<file path="src/rtl/mul_seq.sv">
// Iterative radix-2 shift-add multiplier for RISC-V MUL/MULH/MULHSU/MULHU.
// It retires one multiplier bit per cycle. The full 2*MULLEN-bit product is held once done is high.
module mul_seq #(
    parameter int MULLEN = 32
) (
    input  logic              clock,
    input  logic              reset,
    input  logic [1:0]        op,
    input  logic              start,
    input  logic [MULLEN-1:0] a,
    input  logic [MULLEN-1:0] b,
    output logic              done,
    output logic              match,
    output logic [MULLEN-1:0] lo,
    output logic [MULLEN-1:0] hi
);
    localparam int SW = $clog2(MULLEN + 1);
    localparam logic [SW-1:0] LAST_STEP = SW'(MULLEN);

    logic [MULLEN:0]     acc_hi;
    logic [MULLEN-1:0]   acc_lo;
    logic [MULLEN-1:0]   mcand;
    logic                neg;
    logic [SW-1:0]       step;
    logic                valid;
    logic [MULLEN-1:0]   lat_a;
    logic [MULLEN-1:0]   lat_b;
    logic                lat_sa;
    logic                lat_sb;

    logic                op_sa;
    logic                op_sb;
    logic                neg_init;
    logic [MULLEN-1:0]   abs_a;
    logic [MULLEN-1:0]   abs_b;
    logic [MULLEN:0]     acc_sum;
    logic [2*MULLEN-1:0] prod_mag;
    logic [2*MULLEN-1:0] product;

    // MUL runs as unsigned x unsigned because the low half does not depend on signedness.
    always_comb begin
        op_sa    = (op == 2'd1) || (op == 2'd2);
        op_sb    = (op == 2'd1);
        abs_a    = (op_sa && a[MULLEN-1]) ? -a : a;
        abs_b    = (op_sb && b[MULLEN-1]) ? -b : b;
        neg_init = (op_sa && a[MULLEN-1]) ^ (op_sb && b[MULLEN-1]);
        acc_sum  = acc_lo[0] ? acc_hi + {1'b0, mcand} : acc_hi;
        prod_mag = {acc_hi[MULLEN-1:0], acc_lo};
        product  = neg ? -prod_mag : prod_mag;
    end

    // Handshake: a start in any cycle (busy or idle) loads the operands and restarts the unit.
    // done stays low until MULLEN steps have run. lo/hi are valid only while done is high.
    // match tells EX that the held result already answers the current op/a/b.
    assign done  = (step == LAST_STEP);
    assign lo    = product[MULLEN-1:0];
    assign hi    = product[2*MULLEN-1:MULLEN];
    assign match = valid && done && (a == lat_a) && (b == lat_b) &&
                   ((op == 2'd0) || ((op_sa == lat_sa) && (op_sb == lat_sb)));

    always_ff @(posedge clock) begin
        if (reset) begin
            acc_hi <= '0;
            acc_lo <= '0;
            mcand  <= '0;
            neg    <= 1'b0;
            step   <= LAST_STEP;
            valid  <= 1'b0;
            lat_a  <= '0;
            lat_b  <= '0;
            lat_sa <= 1'b0;
            lat_sb <= 1'b0;
        end else if (start) begin
            acc_hi <= '0;
            acc_lo <= abs_b;
            mcand  <= abs_a;
            neg    <= neg_init;
            step   <= '0;
            valid  <= 1'b1;
            lat_a  <= a;
            lat_b  <= b;
            lat_sa <= op_sa;
            lat_sb <= op_sb;
        end else if (!done) begin
            // Conditional add, then shift {acc_hi, acc_lo} right by one with a zero entering at the top.
            acc_hi <= {1'b0, acc_sum[MULLEN:1]};
            acc_lo <= {acc_sum[0], acc_lo[MULLEN-1:1]};
            step   <= step + SW'(1);
        end
    end

endmodule
</file>
<file path="config.mk">
export PLATFORM = sky130hd
export DESIGN_NAME = mul_seq
export DESIGN_NICKNAME = d
export VERILOG_FILES = /design/src/rtl/mul_seq.sv
export SDC_FILE = /design/constraint.sdc
export NUM_CORES = 1
export LEC_CHECK = 0
export BUFFER_PORTS_ARGS = -buffer_cell sky130_fd_sc_hd__buf_2
export CORE_ASPECT_RATIO = 0.6
export CORE_MARGIN = 10
export CORE_UTILIZATION = 40
export CTS_CLUSTER_DIAMETER = 30
export DETAILED_ROUTE_END_ITERATION = 12
export SYNTH_ARGS = -nofsm -noshare
export SYNTH_HDL_FRONTEND = slang
export SYNTH_SLANG_ARGS = --single-unit
</file>
<file path="constraint.sdc">
create_clock -name clock -period 5 [get_ports clock]
set_input_delay 0.75 -clock clock [delete_from_list [all_inputs] [get_ports clock]]
set_output_delay 0.75 -clock clock [all_outputs]
set_load 0.02 [all_outputs]
</file>
==> results.md <==
- Pwr Total: 0.00399 W
- Nets: 1653
- Number of global-route vias before repair: 9836
- Mapped cell area: 11500 sq um
- Max frequency: 204 MHz
- Rel. slew slack: 34.9%
- Register area: 3390 sq um
- Initial antenna violation count: 5
- Post-route insts no fill: 1936
- Layout area overhead: 13.3%
- Pin count of the biggest net entering global routing: 102
- Leak pwr: 5.36 nW
- Area of the multi-input gates: 7620 sq um
- Avg Cell Area, Syn: 7.81 sq um
- Power Density: 306 nW/um^2
- CTS tree: built
- Clock buffer depth: 2
- Worst min path class: reg2reg
- DRC viols: 0
- Max VDD drop: 0.240 mV
- Setup violators final: 0
- Syn_nets: 1584
- Postcts setup bufs: 0
- Worst-Margin Slew: 0.976 ns
- Overflow after GRT: 0
- Max Cap Viol: 0
- Commonest cells after routing, fill and taps aside: 181 x nor2_1, 165 x dfxtp_1, 132 x a21oi_1, 130 x buf_2, 128 x xnor2_1
- Synth Instances: 1475
- Drt pass-1 iters: 5
- Fin Setup TNS: 0 ns
- Via count: 11100
- Cell family with most CP delay: simple AND/OR/NAND/NOR gates
- Synth Register Bits: 169
- CP max-delay cell: or4_4
- Fillers: 2904
- GRT Resource Usage Total: 21.6%
- Buf+Inv Stages, Crit Path: 1
- Final worst slack: 0.0987 ns
- Fin. Hold Viols: 0
- Yosys cell types: 67
- Most frequent CP cell: or4_4
- Clock Pin Slew Worst Setup and Hold Paths: 0.07 ns
- WP data required: 4.25 ns
- Synth top area cells: dfxtp_1 29%, xnor2_1 9.7%, mux2i_1 6.9%
- Root Buffer: clkbuf_16
- Initial core utilization: 40.3%
- Cell chain of the critical path: or4_4 > or4_4 > or4_4 > or2_4 > or3_4 > or4_4 > o41ai_4 > xnor2_1 > buf_4
- Total CTS buffers: 17
- Post-place setup slack: 0.504 ns
- Routed Antenna Nets: 0
- Most common cell after layout, fill and taps aside: nor2_1
- Clk_skew: 0.0127 ns
- Vias per cell: 5.75
- Main flop type after synthesis: dfxtp_1
- Sequential area share after synthesis: 29.4%
- Die Y: 151 um
- First-pass GRT wire length: 60500 um
- DR WL/cell: 20.6 um
- Dpl cells: 1900
- Ys Warns: 0
- Arrival time worst endpoint: 4.15 ns
- Row count: 48
- Post-route minimum period: 4.90 ns
- Slew Viols, Final: 0
- Worst setup EP type: output port
- Largest fanout on the critical path: 7
- Post-synth EDFFs: 0
- Routed wire length: 39900 um
- CTS Sinks: 169
- Synth area leader: dfxtp_1
- Status: complete, no violations
- Worst Setup Start Kind: flop
- Final Cycle Share: 98.0%
- Clk Latency, worst-skew pair: 0.45 ns
- Critical path class: reg2out
- Slowest cell delay on critical path: 0.57 ns
- IO buf count: 134
- Area share of the largest cell type after synthesis: 29.4%
- Die footprint: 36200 sq um
- Unrepaired setup endpoints after global routing: false
- H-tree levels: 4
- 1st-iter DRT viols: 1303
- FFs w/ async S/R, synth: 0%
- Die width: 239 um
- Layout cells sized above 1: 13.2%
- GP Congestion: 0.951
- I/O pin count: 135
- Minimum hold slack: 0.462 ns
- Dpl hpwl: 30300 um
- Core box area: 28600 sq um
==> worst paths after layout <==
| kind | start | to | slack (ns) | depth (start not counted) |
|---|---|---|---|---|
| setup / recovery | acc_lo[12] | hi[31] | 0.1 | 9 |
| hold / removal | mcand[23] | mcand[23] | 0.46 | 2 |
| setup reg to reg | acc_hi[0] | acc_hi[23] | 1.59 | 10 |
| hold reg to reg | mcand[23] | mcand[23] | 0.46 | 2 |
==> through the flow <==
stage	cell area [sq um]	util [%]
5_1_grt	13100	45.7
6_report	13100	45.7
4_1_cts	13000	45.6
2_1_floorplan	11500	-
3_5_place_dp	12400	43.4
3_3_place_gp	12400	43.4
==> sequential cells by signal, summed over array words and instances, names as in the netlist <==
register  flops
valid         1
lat_a        31
acc_hi       32
lat_sa        1
step          6
neg           1
mcand        32
lat_sb        1
acc_lo       32
lat_b        32
==> cell type report <==
| class | count | area share, % |
|---|---|---|
| antenna | 4 | 0.0767 |
| clock buffer | 21 | 3.53 |
| clock inverter | 11 | 1.30 |
| inverter | 47 | 1.35 |
| multi-input combinational | 1164 | 58.3 |
| sequential | 169 | 25.9 |
| tap | 375 | 3.59 |
| timing repair buffer | 145 | 5.87 |
==> per-layer routing <==
layer	GRT usage [%]	wire length (um)	up-vias
li1	-	-	5408
met1	34.1	20400	5221
met2	26.9	14900	472
met3	6.14	4320	31
met4	5.36	401	2
met5	0	7	-
==> cells in the mapped netlist (39+ instances only) <==
library cell	instances
dfxtp_1	169
a21oi_1	132
ha_1	39
xor2_1	55
inv_1	46
nand2_1	127
xnor2_1	128
mux2i_1	79
clkbuf_1	77
o21ai_0	71
nor2_1	181
==> tightest hold or removal path, delay by kind of cell (launching register included) <==
family | cells | cell delay (ns)
and+or+nand+nor | 1 | 0.05
AOI/OAI and AO/OA | 1 | 0.05
DFF | 1 | 0.33
==> where the power goes <==
| group | switching [W] | total, W | internal [W] | leakage, nW |
|---|---|---|---|---|
| clock network | 0.000592 | 0.00145 | 0.000863 | 0.299 |
| registers | 0.000105 | 0.00154 | 0.00143 | 1.39 |
| logic | 0.000635 | 0.00100 | 0.000366 | 3.67 |
| total | 0.00133 | 0.00399 | 0.00266 | 5.36 |
==> cell families after synthesis <==
| family | synth area share [%] |
|---|---|
| xor gates and xnor gates | 13.9 |
| and+or+nand+nor | 19.4 |
| adders and majority gates | 4.41 |
| AOI/OAI and AO/OA | 21.3 |
| buffers and inverters | 4.66 |
| muxes | 6.96 |
| DFF | 29.4 |
==> what timing repair did <==
action	in CTS	in global routing
gates resized for setup	0	6
hold buffers	0	0
endpoints found under the setup margin	0	3
Note: power is estimated with default switching activity, not from simulation.
